File: src/rtl/path_fifo.sv
// path_fifo: 4-entry single-clock first-word-fall-through FIFO.
//
// Handshake: a word is accepted from the producer in any cycle where
// enq=1 and busy=0; a word is delivered to the consumer in any cycle where
// deq=1 and valid=1. Both responses are combinational in the request cycle,
// and the resulting state change commits at the next rising edge of clk.
// When the FIFO is empty, enq=deq=1 passes d_in straight to d_out and
// stores nothing.
//
// Storage is a circular buffer addressed by rd_ptr/wr_ptr. A popped slot is
// cleared to zero so that vacated entries never hold stale data.
module path_fifo #(
    parameter int DATA_WIDTH = 32,
    parameter int DEPTH      = 4
) (
    input  logic                  clk,
    input  logic                  rst,
    input  logic [DATA_WIDTH-1:0] d_in,
    input  logic                  enq,
    input  logic                  deq,
    output logic [DATA_WIDTH-1:0] d_out,
    output logic                  valid,
    output logic                  busy,
    output logic [2:0]            c_out
);

    localparam int              PTR_W    = (DEPTH > 1) ? $clog2(DEPTH) : 1;
    localparam logic [2:0]      FULL_CNT = 3'(DEPTH);
    localparam logic [PTR_W-1:0] LAST_IDX = PTR_W'(DEPTH - 1);

    logic [DATA_WIDTH-1:0] mem [DEPTH];
    logic [PTR_W-1:0]      rd_ptr;
    logic [PTR_W-1:0]      wr_ptr;
    logic [2:0]            count;

    logic                  empty;
    logic                  full;
    logic [DATA_WIDTH-1:0] head;
    logic                  bypass;
    logic                  do_push;
    logic                  do_pop;

    // Advance a circular pointer, wrapping after the last storage slot.
    function automatic logic [PTR_W-1:0] ptr_next(input logic [PTR_W-1:0] p);
        ptr_next = (p == LAST_IDX) ? '0 : p + 1'b1;
    endfunction

    // Request decode and status outputs, all derived from the current request
    // and the stored occupancy.
    always_comb begin
        empty   = (count == 3'd0);
        full    = (count == FULL_CNT);
        head    = empty ? '0 : mem[rd_ptr];
        bypass  = enq && deq && empty;
        // A full FIFO still accepts when the head leaves in the same cycle.
        busy    = enq && !deq && full;
        valid   = deq && (!empty || enq);
        d_out   = bypass ? d_in : head;
        do_pop  = deq && !empty;
        do_push = enq && !busy && !bypass;
        c_out   = count;
    end

    // Commit pops, pushes and occupancy; reset clears everything and
    // overrides any request in the same cycle.
    always_ff @(posedge clk) begin
        if (rst) begin
            count  <= 3'd0;
            rd_ptr <= '0;
            wr_ptr <= '0;
            for (int i = 0; i < DEPTH; i++) begin
                mem[i] <= '0;
            end
        end else begin
            if (do_pop) begin
                mem[rd_ptr] <= '0;
                rd_ptr      <= ptr_next(rd_ptr);
            end
            // When full with enq=deq=1, wr_ptr equals rd_ptr; the write below
            // is placed after the clear so the new word wins that slot.
            if (do_push) begin
                mem[wr_ptr] <= d_in;
                wr_ptr      <= ptr_next(wr_ptr);
            end
            case ({do_push, do_pop})
                2'b10:   count <= count + 3'd1;
                2'b01:   count <= count - 3'd1;
                default: count <= count;
            endcase
        end
    end

endmodule

File: config.mk
export PLATFORM = sky130hd
export DESIGN_NAME = path_fifo
export DESIGN_NICKNAME = d
export VERILOG_FILES = /design/src/rtl/path_fifo.sv
export SDC_FILE = /design/constraint.sdc
export NUM_CORES = 1
export LEC_CHECK = 0
export BUFFER_PORTS_ARGS = -buffer_cell sky130_fd_sc_hd__buf_4
export CAP_MARGIN = 15
export CORE_MARGIN = 5
export CORE_UTILIZATION = 55
export CTS_BUF_LIST = sky130_fd_sc_hd__clkbuf_16
export DETAILED_ROUTE_END_ITERATION = 8
export PLACE_DENSITY = 0.76
export SETUP_SLACK_MARGIN = 0.3
export SLEW_MARGIN = 40
export SYNTH_ARGS = -nofsm -noshare
export SYNTH_HDL_FRONTEND = slang
export SYNTH_SLANG_ARGS = --single-unit
File: constraint.sdc
create_clock -name clk -period 3.4 [get_ports clk]
set_clock_uncertainty 0.2 [all_clocks]
set_input_delay 0.17 -clock clk [delete_from_list [all_inputs] [get_ports clk]]
set_output_delay 0.17 -clock clk [all_outputs]
set_load 0.02 [all_outputs]
# After elaboration in Yosys (flattened, before gate mapping)
# Memories as Yosys holds them, arrays and structs flattened. A register that Yosys moved wholly into a read port is not among the register bits.
# Cells that the tools add are included.
[word_totals] input_bits=36 memories=1 latch_bits=0 romBits=0 ramBits=128 elab_cells=51 register_bits=7
[mem_list] name="mem" words=4 word_bits=32 read_ports=1 rd_clocked_by_memory_dff=1 write_ports=4 line_no="31" text="logic [DATA_WIDTH-1:0] mem [DEPTH];"
[classes] div=0 n_reduce_logical=17 magnitude_cmp=0 shift=0 mul=0 addsub=4 n_bitwise=0 mux=21 eq_ne=5
[op_table] operator="$mux 32" n=4
[op_table] operator="$reduce_or 32->1" n=2
[op_table] operator="$mux 2" n=6
[op_table] operator="$mux 1" n=10
[op_table] operator="$logic_and 1x1->1" n=8
[op_table] operator="$eq 2x2->1 const B" n=3
[op_table] operator="$pmux 3 s2" n=1
[op_table] operator="$add 2x1->2 const B" n=2
[op_table] operator="$logic_not 1->1" n=4
[op_table] operator="$add 3x1->3 const B" n=1
[op_table] operator="$eq 3x3->1 const B" n=1
[op_table] operator="$logic_not 3->1" n=1
[op_table] operator="$sub 3x1->3 const B" n=1
[op_table] operator="$eq 2x1->1 const B" n=1
[op_table] operator="$reduce_bool 2->1" n=1
[op_table] operator="$logic_or 1x1->1" n=1

# Logic depth before layout (Yosys ltp)
[logic_depth] ltp_word=11 ltp_mapped=9 depth_no_buf=9

# Worst setup path before layout
# Ideal clock, no wire load.
[synth_path] path_kind="register -> register" start="register count[2] (netlist: c_out[2])" end="memory mem[2][0] (enable)" path_slack_ps=546 stages_incl_launch_ff=4 setup_ps=396 t_arrival_ps=2258 cell_sequence="dfxtp_1 > xor2_4 > a2111oi_4 > a311o_1"
[synth_lines] element="from (decl)" line_no="34" text="logic [2:0] count;"
[synth_lines] element="from (signal assigned)" line_no="86" text="2'b10: count <= count + 3'd1;"
[synth_lines] element="from (signal assigned)" line_no="87" text="2'b01: count <= count - 3'd1;"
[synth_lines] element="from (signal assigned)" line_no="88" text="default: count <= count;"
[synth_lines] element="to (decl)" line_no="31"

# Final worst setup path
[layout_path] start="register count[2] (netlist: c_out[2])" end="output d_out[20]"
[layout_between] elab_chain_len=3 word_cells_on_any_way=4 cone_classes="mux: 2; reduce/logical: 2"
[layout_rtl] element="$logic_not 3->1 *" line_no="51" text="empty = (count == 3'd0);"
[layout_rtl] element="$mux 32 or $logic_and 1x1->1 (tied branches)" line_no="53, 54"
[layout_rtl] element="$mux 32 *" line_no="58" text="d_out = bypass ? d_in : head;"
[layout_rtl] element="to (decl)" line_no="21" text="output logic [DATA_WIDTH-1:0] d_out,"
# Every way passes the cells marked *; elsewhere a longest branch is shown, timed or not.

==> run metrics <==
combinational share of power=0.331; crit path DAT=2.40 ns; unrepaired setup endpoints after global routing=false; worst r2r path cells=9; crit path cell chain=or3_1, nor2_4, buf_4, a22o_1, buf_4; sequential group share of total power=0.371; die width=119 microns; CTS tree=built; routability cong.=0.742; switch share=0.314; Detail Route Antenna Nets=0; Worst-path clk slew=roughly 0.06 ns; CTS Buf Count=17; pwr/cell area=760 nW/um^2; largest net degree at the start of global routing=34; Final Cycle Share=0.816; number of diodes=0; post-synthesis cell area=6540 sq um; switching pwr=~1.9 mW; Pre-Repair DR Iteration Count=5; CP required=3.03 ns; Critical Path End Type=output port; vias=3,907; YS warnings=0; Routed Wire Length=13,400 microns; Seq/Total Area, Yosys=0.616; Core Area=11,500 sq um; Crit Path Max Fanout=21; clock latency on the worst-skew pair=0.41 ns; Rows=39; internal power=about 4.2 mW; Clock Path Buffers=2; vias in the first global route=4,188; DP HPWL=7910 microns; Fill cells=748; power share of the clock group=0.299; first-pass GRT wire length=22,200 microns; peak supply drop=0.496 mV; max-cap violations=0; fin. max-slew vios=0; syn_nets=458; # setup viols final=0; crit path time final=~2.8 ns; Netlist cell types=34; initial antenna violation count=0; DRC marker count from the first detailed-route iteration=287; share of cells above drive strength 1=0.299; Final Hold Fails=0; I/O Buffers=72; via density per instance=5.73; DIE HEIGHT=119 microns; clock tree root buffer cell=clkbuf_16; post-DR wirelength/cell=19.6 microns; Worst setup SP type=register; Worst Max-Slew Pin Slew=0.692 ns; TNS Setup=0 ns; Critical Path Slowest Stage Cell=or3_1; synthesized flop and latch total=137; Starting Density=0.568; Layout area overhead=24.4%; fin nets=569; slowest stage delay, CP=0.47 ns; Tot GR Track Use=0.204; post-synthesis instance total=415; Leak=3.15 nW; Hold Path Stages=4; DR DRC count=0; # resized after CTS=0; Max-slew headroom=0.539; status=completed; worst hold slack=between 0.09 and 0.1 ns; Die ar.=14,200 sq um; Avg Cell Area, Syn=approximately 16 sq um; grt total ovfl=0; clock sink total=137; I/O Pins=73; Hold Path Class=input pin to register; fmax=361 MHz; fin util=0.706; htree depth=4; CP Class=register to output port; crit-path most repeated cell=buf_4
==> metrics by stage <==
step	area [sq um]	setup WS [ns]	instances	power (mW)
after global routing	8140	0.510	682	6.48
after global placement	7170	0.783	615	4.32
final	8140	0.627	682	6.18
after CTS	8140	0.601	682	6.23
after detailed placement	7200	0.669	616	4.36
after floorplan	6540	0.546	415	3.66
==> state kept, by name (all words and copies together) (netlist names), named ones only <==
| register | count |
|---|---|
| mem | 128 |
| c_out | 3 |
| rd_ptr | 2 |
| wr_ptr | 2 |
==> synth_stat cells, drive strengths merged <==
library cell | count | area share
a2111oi | 4 | 0.017
a211o | 2 | 0.0027
a21oi | 5 | 0.0044
a22o | 32 | 0.043
a311o | 2 | 0.0031
and2 | 128 | 0.12
and4b | 1 | 0.0017
buf | 19 | 0.027
clkbuf | 8 | 0.0046
dfxtp | 9 | 0.028
edfxtp | 128 | 0.59
fa | 1 | 0.0031
ha | 6 | 0.011
inv | 13 | 0.0075
mux2 | 1 | 0.0017
mux2i | 1 | 0.0015
mux4 | 32 | 0.11
nand2 | 4 | 0.0023
nand2b | 2 | 0.0019
nand3 | 1 | 0.00076
nor2 | 7 | 0.0056
nor3 | 1 | 0.00076
o21ai | 1 | 0.00076
o31ai | 1 | 0.0011
or3 | 3 | 0.0031
xor2 | 3 | 0.0069
==> metal layers <==
metal  track usage  up-vias  part of all wire
met4        0.0673        0             0.017
met1         0.255     1951              0.39
met3        0.0531       20             0.070
met2         0.349      153              0.52
li1              -     1783                 -
met5             0        -                 0
==> path summary, 6_finish.rpt <==
path	from	slack (ns)	endpoint
worst max-delay path	c_out[2]	0.63	d_out[20]
worst min register to register	wr_ptr[1]	0.31	wr_ptr[1]
worst max register to register	c_out[2]	0.67	c_out[2]
worst min-delay path	enq	0.09	wr_ptr[1]
==> cell type report <==
cell class	count	area, sq um	area share
clock inverters	15	174	0.0214
repair buffers	119	1020	0.126
inverters	13	48.8	0.00600
multi-input cells	238	2260	0.278
well taps	143	179	0.0220
clock buffers	17	425	0.0523
flip-flops and latches	137	4030	0.495
==> layout by cell type (no fill, tap or decap), types with 2 or more instances in the layout <==
cell type,synthesis,layout
a21oi_1,4,4
nand2_1,4,4
clkinv_2,0,2
edfxtp_1,128,128
a311o_2,0,2
inv_1,12,12
bufinv_16,0,3
nand2b_1,2,2
mux4_2,32,32
dlygate4sd3_1,0,34
buf_12,0,2
clkinv_1,0,2
dfxtp_1,9,8
clkinvlp_4,0,3
a2111oi_4,4,4
or3_1,2,2
ha_1,6,6
clkbuf_16,0,17
a22o_1,32,32
inv_6,0,3
and2_1,128,128
xor2_1,2,2
buf_4,3,82
clkinv_4,0,2
nor2_1,5,5
a211o_1,2,2
==> power by group through the flow <==
| stage | Combinational [mW] | Clock (mW) | Sequential, mW |
|---|---|---|---|
| after global routing | 2.20 | 1.95 | 2.33 |
| after floorplan | 1.39 | 0 | 2.27 |
| after detailed placement | 2.03 | 0 | 2.33 |
| final | 2.04 | 1.85 | 2.29 |
| after CTS | 2.07 | 1.86 | 2.30 |
| after global placement | 2.00 | 0 | 2.32 |
==> cell families (layout without fill, tap and decap cells) <==
family	Yosys count	count (layout)	synth area share
and+or+nand+nor	147	147	0.139
DFF	137	137	0.616
AOI/OAI and AO/OA	47	47	0.0718
buffers and inverters	40	164	0.0392
muxes	34	34	0.113
adders and majority gates	7	7	0.0145
xor gates and xnor gates	3	3	0.00689
==> worst max-delay path: cells and delay by family, from the launching register on <==
family	cells	cell delay (ns)
AOI/OAI and AO/OA	1	0.24
buffers and inverters	2	0.53
DFF	1	0.41
and+or+nand+nor	2	0.81
==> what timing repair did <==
action                     in CTS  in global routing
setup endpoints to repair       0                  0
hold buffers                   34                  0
hold endpoints to repair      136                  0
setup buffers                   0                  0
No activity file was read; power rests on OpenSTA's default activity.
